### config.mk
export PLATFORM = sky130hd
export DESIGN_NAME = altavoz_pdm_flat
export DESIGN_NICKNAME = d
export VERILOG_FILES = /design/src/rtl/altavoz_pdm_if.sv /design/src/rtl/altavoz_pdm.sv /design/src/flat_wrapper.sv
export SDC_FILE = /design/constraint.sdc
export NUM_CORES = 1
export LEC_CHECK = 0
export BUFFER_PORTS_ARGS = -buffer_cell sky130_fd_sc_hd__buf_2
export CAP_MARGIN = 20
export CORE_UTILIZATION = 49
export DETAILED_ROUTE_END_ITERATION = 8
export GPL_TIMING_DRIVEN = 0
export HOLD_SLACK_MARGIN = 0.02
export MAX_ROUTING_LAYER = met4
export PLACE_DENSITY = 0.64
export SLEW_MARGIN = 40
export SYNTH_ARGS = -nofsm -noshare
export SYNTH_HDL_FRONTEND = slang
export SYNTH_SLANG_ARGS = --single-unit
### constraint.sdc
create_clock -name clk -period 3.86 [get_ports clk]
set_input_delay 0.772 -clock clk [delete_from_list [all_inputs] [get_ports clk]]
set_output_delay 0.772 -clock clk [all_outputs]
set_load 0.05 [all_outputs]
### src/rtl/altavoz_pdm_if.sv
// Playback FIFO read port: the modulator pops one sample per fifo_rd strobe,
// with data returned on fifo_din one cycle later.
interface altavoz_pdm_if #(
   parameter int DATA_W = 8
);
   logic [DATA_W-1:0] fifo_din;
   logic              fifo_empty;
   logic              fifo_rd;

   modport master (
      input  fifo_din,
      input  fifo_empty,
      output fifo_rd
   );

   modport slave (
      output fifo_din,
      output fifo_empty,
      input  fifo_rd
   );
endinterface

### src/rtl/altavoz_pdm.sv
// PCM-to-PDM playback: pops unsigned samples from a FIFO and feeds them through
// a first-order sigma-delta modulator, one PDM bit every CLK_DIV clocks.
//
// state | meaning
// IDLE  | stopped, amplifier off, datapath cleared
// PRIME | fetching the first sample into cur
// RUN   | modulating cur, prefetching the next sample into nxt
module altavoz_pdm #(
   parameter int DATA_W  = 8,
   parameter int CLK_DIV = 50,
   parameter int OSR     = 64
) (
   input  logic          clk,
   input  logic          reset,
   input  logic          enable,
   altavoz_pdm_if.master fifo,
   output logic          pdm_out,
   output logic          amp_sd,
   output logic          underrun,
   input  logic          clr_underrun,
   output logic          busy
);
   localparam int DIV_W = (CLK_DIV > 1) ? $clog2(CLK_DIV) : 1;
   localparam int BIT_W = (OSR > 1) ? $clog2(OSR) : 1;
   localparam logic [DIV_W-1:0] DIV_LAST = DIV_W'(CLK_DIV - 1);
   localparam logic [BIT_W-1:0] BIT_LAST = BIT_W'(OSR - 1);

   typedef enum logic [1:0] {ST_IDLE, ST_PRIME, ST_RUN} state_t;

   state_t            state_q, state_d;
   logic [DIV_W-1:0]  div_cnt_q, div_cnt_d;
   logic [BIT_W-1:0]  bit_cnt_q, bit_cnt_d;
   logic [DATA_W-1:0] acc_q, acc_d;
   logic [DATA_W-1:0] cur_q, cur_d;
   logic [DATA_W-1:0] nxt_q, nxt_d;
   logic              nxt_valid_q, nxt_valid_d;
   logic              rd_pend_q, rd_pend_d;
   logic              pdm_q, pdm_d;
   logic              underrun_q, underrun_d;
   logic              rd_req;
   logic              tick;
   logic              ur_set;
   logic [DATA_W:0]   sum;

   always_ff @(posedge clk or posedge reset) begin
      if (reset) begin
         state_q     <= ST_IDLE;
         div_cnt_q   <= '0;
         bit_cnt_q   <= '0;
         acc_q       <= '0;
         cur_q       <= '0;
         nxt_q       <= '0;
         nxt_valid_q <= 1'b0;
         rd_pend_q   <= 1'b0;
         pdm_q       <= 1'b0;
         underrun_q  <= 1'b0;
      end else begin
         state_q     <= state_d;
         div_cnt_q   <= div_cnt_d;
         bit_cnt_q   <= bit_cnt_d;
         acc_q       <= acc_d;
         cur_q       <= cur_d;
         nxt_q       <= nxt_d;
         nxt_valid_q <= nxt_valid_d;
         rd_pend_q   <= rd_pend_d;
         pdm_q       <= pdm_d;
         underrun_q  <= underrun_d;
      end
   end

   always_comb begin
      state_d = state_q;
      case (state_q)
         ST_IDLE:  if (enable) state_d = ST_PRIME;
         ST_PRIME: if (rd_pend_q) state_d = ST_RUN;
         ST_RUN:   state_d = ST_RUN;
         default:  state_d = ST_IDLE;
      endcase
      if (!enable) state_d = ST_IDLE;
   end

   // Reads are gated by enable so a stop never pops a sample it would discard.
   always_comb begin
      rd_req = 1'b0;
      amp_sd = 1'b0;
      busy   = (state_q != ST_IDLE);
      case (state_q)
         ST_PRIME: rd_req = enable && !fifo.fifo_empty && !rd_pend_q;
         ST_RUN: begin
            amp_sd = 1'b1;
            rd_req = enable && !fifo.fifo_empty && !rd_pend_q && !nxt_valid_q;
         end
         default: rd_req = 1'b0;
      endcase
   end

   assign fifo.fifo_rd = rd_req;
   assign pdm_out      = pdm_q;
   assign underrun     = underrun_q;

   always_comb begin
      div_cnt_d   = div_cnt_q;
      bit_cnt_d   = bit_cnt_q;
      acc_d       = acc_q;
      cur_d       = cur_q;
      nxt_d       = nxt_q;
      nxt_valid_d = nxt_valid_q;
      pdm_d       = pdm_q;
      rd_pend_d   = rd_req;
      ur_set      = 1'b0;
      sum         = {1'b0, acc_q} + {1'b0, cur_q};
      tick        = (state_q == ST_RUN) && (div_cnt_q == DIV_LAST);

      if (state_q == ST_RUN) div_cnt_d = tick ? '0 : div_cnt_q + 1'b1;

      if (rd_pend_q) begin
         if (state_q == ST_PRIME) begin
            cur_d = fifo.fifo_din;
         end else if (state_q == ST_RUN) begin
            nxt_d       = fifo.fifo_din;
            nxt_valid_d = 1'b1;
         end
      end

      // A read landing on a boundary tick goes to nxt; nxt_valid_q is 0 then.
      if (tick) begin
         pdm_d = sum[DATA_W];
         acc_d = sum[DATA_W-1:0];
         if (bit_cnt_q == BIT_LAST) begin
            bit_cnt_d = '0;
            if (nxt_valid_q) begin
               cur_d       = nxt_q;
               nxt_valid_d = 1'b0;
            end else begin
               ur_set = 1'b1;
            end
         end else begin
            bit_cnt_d = bit_cnt_q + 1'b1;
         end
      end

      underrun_d = ur_set | (underrun_q & ~clr_underrun);

      if (!enable) begin
         div_cnt_d   = '0;
         bit_cnt_d   = '0;
         acc_d       = '0;
         nxt_valid_d = 1'b0;
         rd_pend_d   = 1'b0;
         pdm_d       = 1'b0;
      end
   end
endmodule
### src/flat_wrapper.sv
// flat-port wrapper written by rule: the top's interface ports become plain ports
module altavoz_pdm_flat 
#(
   parameter int DATA_W  = 8,
   parameter int CLK_DIV = 50,
   parameter int OSR     = 64
)
  (clk, reset, enable, pdm_out, amp_sd, underrun, clr_underrun, busy, fifo_fifo_din, fifo_fifo_empty, fifo_fifo_rd);
  altavoz_pdm_if #(.DATA_W(DATA_W)) fifo_i ();
  input  logic clk;
  input  logic reset;
  input  logic enable;
  output logic pdm_out;
  output logic amp_sd;
  output logic underrun;
  input  logic clr_underrun;
  output logic busy;
  input wire logic [$bits(fifo_i.fifo_din)-1:0] fifo_fifo_din;
  input wire logic [$bits(fifo_i.fifo_empty)-1:0] fifo_fifo_empty;
  output wire logic [$bits(fifo_i.fifo_rd)-1:0] fifo_fifo_rd;
  assign fifo_i.fifo_din = fifo_fifo_din;
  assign fifo_i.fifo_empty = fifo_fifo_empty;
  assign fifo_fifo_rd = fifo_i.fifo_rd;
  altavoz_pdm #(.DATA_W(DATA_W), .CLK_DIV(CLK_DIV), .OSR(OSR)) u_core (.clk(clk), .reset(reset), .enable(enable), .fifo(fifo_i), .pdm_out(pdm_out), .amp_sd(amp_sd), .underrun(underrun), .clr_underrun(clr_underrun), .busy(busy));
endmodule
# == After elaboration in Yosys (flattened, before gate mapping) ==
# Cells that the tools add are included.
# word_totals
wordCells,65
input_bits,13
ff_bits,42
out_inout_bits,5
# op_classes
bitwise,4
addsub,3
reduce_logical,10
muxes,31
n_eq_ne,7
# op_table
cell,count
8-bit 2-to-1 mux,7
6-bit 2-to-1 mux,6
1-bit 2-to-1 mux,14
"6-bit by 1-bit adder with 6-bit output, second input constant",2
"6-bit equality test, second input constant",2
8-bit by 8-bit adder with 9-bit output,1
2-bit one-hot mux with 3 select lines,1
1-bit logical AND,4
2-bit 2-to-1 mux,2
"2-bit by 1-bit inequality test with 1-bit output, second input constant",2
1-bit zero test,3
"3-bit by 2-bit inequality test with 1-bit output, second input constant",1
3-bit AND reduction,1
"2-bit by 1-bit equality test with 1-bit output, second input constant",1
"2-bit equality test, second input constant",1
2-bit zero test,1
1-bit inverter,2
1-bit one-hot mux with 2 select lines,1
2-bit nonzero test,1
1-bit bitwise AND,1
1-bit OR,1

# == Logic depth before layout (Yosys ltp) ==
# logic_depth
ltp_word,8
ltp_mapped,9
depth_no_buf,6

# == Worst setup path before layout ==
# Ideal clock, no wire load.
# synth_path
kind,flip-flop to output port
from,register u_core.state_q[0]
to,output fifo_fifo_rd
arrival_ps,2741
path_slack_ps,347
path_buffers,1
t_required_ps,3088
path_stages_with_launch,6
path_cell_list,dfrtp_1 > inv_1 > ha_1 > buf_4 > a21oi_1 > nor4_1
# synth_via
elab_chain_len,2
elab_cells_between_ends,3
classes_between,eq/ne (2); mux (1)
# synth_lines
item,line,source
from (decl),altavoz_pdm.sv:30,"state_t state_q, state_d;"
from (signal assigned),altavoz_pdm.sv:58,state_q <= state_d;
2-bit equality test or 2-bit by 1-bit equality test with 1-bit output (tied branches),altavoz_pdm.sv:87,case (state_q)
1-bit one-hot mux with 2 select lines (*),altavoz_pdm.sv:87,
to (decl),flat_wrapper.sv:20,output wire logic [$bits(fifo_i.fifo_rd)-1:0] fifo_fifo_rd;
# Every way passes the cells marked *; elsewhere a longest branch is shown, timed or not.

# == Final worst setup path ==
# layout_path
from,input enable
to,output fifo_fifo_rd
# layout_via
elab_chain_len,4
# layout_lines
item,line,source
from (decl),flat_wrapper.sv:12,input logic enable;
1-bit logical AND (*) (2 in series),"altavoz_pdm.sv:88, altavoz_pdm.sv:91",
1-bit logical AND,altavoz_pdm.sv:91,rd_req = enable && !fifo.fifo_empty && !rd_pend_q && !nxt_valid_q;
1-bit one-hot mux with 2 select lines (*),altavoz_pdm.sv:87,
# Marks and branches as above.

==> key figures <==
Status
  • Outcome: finished clean

CTS
  • CTS H-tree lvls: 2
  • Post-CTS Resized: 0
  • # Post-CTS Setup Buffers: 0
  • Worst-Skew Late Latency: 0.30 ns
  • CTS tree: built
  • CTS Sinks: 42
  • Max clock buf depth: 2
  • Clk pin slew, worst setup/hold paths: 0.09 ns
  • Root Driver: clkbuf_8
  • Cts hold-fix bufs: 0
  • Cts bufs inserted: 5

Layout
  • Commonest non-fill, non-tap cell in the layout: dfrtp_1
  • Area grow syn2layout: 10.38%
  • Fill count: 404
  • Layout cells sized above 1: 16.41%
  • Most frequent cells in the layout: dfrtp_1, nand2_1, buf_2, a21oi_1, nor2_1
  • ANT cells: 0
  • NumNets Final: 291
  • Finished Layout Cells: 314

Power and ir drop
  • Int Pwr: 0.0008453 W
  • VDD IR max: 0.3476 mV
  • Switching share of power: 36.39%
  • Power Total: 0.001329 W
  • Sequential share of power: 46.0%
  • Combinational Power Share: 31.5%
  • Power per cell area: 506.9 nW/um^2
  • Net Sw Power: 0.0004835 W
  • Clk pwr share: 22.5%
  • Leak: 1.197 nW

Detailed routing
  • Drt first-iter violations: 91
  • Final antenna-violating net count: 0
  • Drt first pass iters: 7
  • Residual DRC: 0
  • DR vias: 1761
  • Vias per cell: 5.608
  • Routed WL per cell: 14.80 um
  • Final WL: 4648 um

Floorplanning
  • Core footprint: 4504 sq um
  • Core Rows: 24
  • Starting Density: 52.72%
  • Ports: 18
  • Die area: 5129 sq um
  • Die Y: 71.62 um
  • Chip width: 71.62 um

Worst setup path
  • Crit path DAT: 1.95 ns
  • Crit Path Max Fanout: 10
  • Worst stage delay on the critical path: 0.39 ns
  • Worst Setup Path Type: input port to primary output
  • Startpoint Class: input port
  • Critical Path RT: 3.09 ns
  • Critical Path Slowest Stage Cell: clkbuf_1
  • Most common cell on crit path: buf_2
  • Setup crit end kind: primary output
  • Cells along the critical path: buf_2 -> clkbuf_1 -> nand2_1 -> nor4_1 -> buf_2

Synth
  • Synth Cell Area: 2375 sq um
  • Top_reg_cell synth: dfrtp_1
  • Yosys warns: 0
  • Async set-reset flop share out of synthesis: 100.0%
  • Syn Nets: 267
  • Seq/Total Area, Yosys: 44.26%
  • Cell variety after synth: 44
  • Post-Syn Instances: 237
  • Synth Register Bits: 42
  • Mapped Avg Cell Area: 10.02 sq um
  • EDFF count, synth: 0

Place
  • DP Worst Slack: 1.133 ns
  • Hpwl dp: 3398 um
  • Port Buffers: 17
  • Dpl cells: 306
  • RD Place Congestion: 0.8149

Timing
  • Final hold slack: 0.4952 ns
  • Tmin final: 2.727 ns
  • Final worst slack: 1.133 ns
  • Max Clock Skew: 0.009017 ns
  • Fin Setup TNS: 0 ns
  • Endpoints failing hold: 0
  • Final period util: 70.64%
  • Final setup viols: 0
  • F_max: 366.8 MHz
  • Final Max Slew Viols: 0
  • RSZ-0062 raised after global routing: false
  • Slew @ Worst Pin: 0.5556 ns
  • Slew margin rel.: 62.96%

GRT
  • Initial antenna violation count: 0
  • Global-route wire length before repair: 7955 um
  • Largest net degree at the start of global routing: 43
  • Remaining Overflow, GRT: 0
  • GRT Util Overall: 20.80%
  • Vias in the first global route: 1706

Min path
  • Class of the worst hold path: input port to async pin

Flow run
  • Max Cap Viol: 0
-- power groups by stage --
| stage | combinational, W | sequential (W) | clock, W |
|---|---|---|---|
| after global routing | 0.000478 | 0.000622 | 0.000324 |
| after global placement | 0.000411 | 0.000615 | 0 |
| after CTS | 0.000423 | 0.000610 | 0.000305 |
| final | 0.000419 | 0.000611 | 0.000299 |
| after detailed placement | 0.000420 | 0.000618 | 0 |
| after floorplan | 0.000349 | 0.000594 | 0 |
-- cells in the mapped netlist (2+ instances only) --
cell type | instances | share of area, %
a21o_1 | 2 | 0.63
buf_2 | 3 | 0.63
nand4_1 | 3 | 0.79
nand3b_1 | 2 | 0.63
xor2_1 | 2 | 0.74
mux2_2 | 9 | 4.3
nor3_1 | 2 | 0.42
inv_1 | 8 | 1.3
nand2b_1 | 2 | 0.53
nand2_1 | 26 | 4.1
o21ai_0 | 6 | 1.3
mux2i_1 | 10 | 4.2
nor2b_1 | 4 | 1.1
nor2_1 | 19 | 3.0
nand3_1 | 7 | 1.5
xnor2_1 | 5 | 1.8
dfrtp_1 | 42 | 44
or3_1 | 3 | 0.79
ha_1 | 16 | 8.4
clkbuf_1 | 3 | 0.47
o211ai_1 | 4 | 1.3
nor4_1 | 12 | 3.2
a211o_1 | 3 | 1.1
a211oi_1 | 4 | 1.3
a21oi_1 | 20 | 4.2
o21bai_1 | 2 | 0.63
-- final cells by class --
class                           count  area (sq um)  area share, %
Tap cell                           52         65.06          2.482
Sequential cell                    42          1051          40.10
Clock inverter                      3         25.02         0.9547
Clock buffer                        5         68.82          2.625
Buffer                              8         45.04          1.718
Inverter                            9         36.28          1.384
Multi-Input combinational cell    178          1245          47.49
Timing Repair Buffer               17         85.08          3.246
-- flip-flops by register name, summed over array words and instances, names as in the netlist --
name / flops
u_core.acc_q: 8
u_core.cur_q: 8
u_core.nxt_q: 8
u_core.bit_cnt_q: 6
u_core.div_cnt_q: 6
u_core.state_q: 2
u_core.nxt_valid_q: 1
u_core.pdm_out: 1
u_core.rd_pend_q: 1
u_core.underrun: 1
-- critical path, delay by kind of cell --
kind                   cells  cell delay (ns)
and+or+nand+nor            2             0.36
buffers and inverters      3             0.82
-- cells by family after synthesis --
family | share of synthesized area [%]
AOI/OAI and AO/OA | 13.01
xor gates and xnor gates | 2.582
adders and majority gates | 9.273
buffers and inverters | 3.319
DFF | 44.26
muxes | 8.483
and+or+nand+nor | 19.07
-- metrics by stage --
| stage | cell area [sq um] | utilization (%) |
|---|---|---|
| after floorplan | 2375 | - |
| after CTS | 2621 | 58.19 |
| after global placement | 2525 | 56.06 |
| final | 2621 | 58.19 |
| after global routing | 2621 | 58.19 |
| after detailed placement | 2527 | 56.11 |
-- worst paths after layout --
kind | startpoint | end | slack (ns) | cells past startpoint
worst min-delay path | reset | u_core.nxt_q[3] | 0.50 | 2
worst max register to register | u_core.state_q[0] | u_core.cur_q[3] | 1.78 | 9
min in group clk | u_core.underrun | u_core.underrun | 0.50 | 1
worst max-delay path | enable | fifo_fifo_rd | 1.13 | 5
max in group asynchronous | reset | u_core.acc_q[2] | 3.01 | 2
worst min register to register | u_core.underrun | u_core.underrun | 0.50 | 1
-- per-layer routing --
| layer | vias to the layer above | share of wire [%] | global-route usage, % | routed length (um) |
|---|---|---|---|---|
| met1 | 831 | 49 | 27.75 | 2288 |
| met3 | 5 | 5.2 | 3.797 | 241 |
| met4 | 0 | 0.69 | 5.229 | 32 |
| met5 | - | 0 | - | 0 |
| li1 | 895 | - | - | - |
| met2 | 30 | 45 | 33.02 | 2085 |
Power figures use the tool's default switching activity.
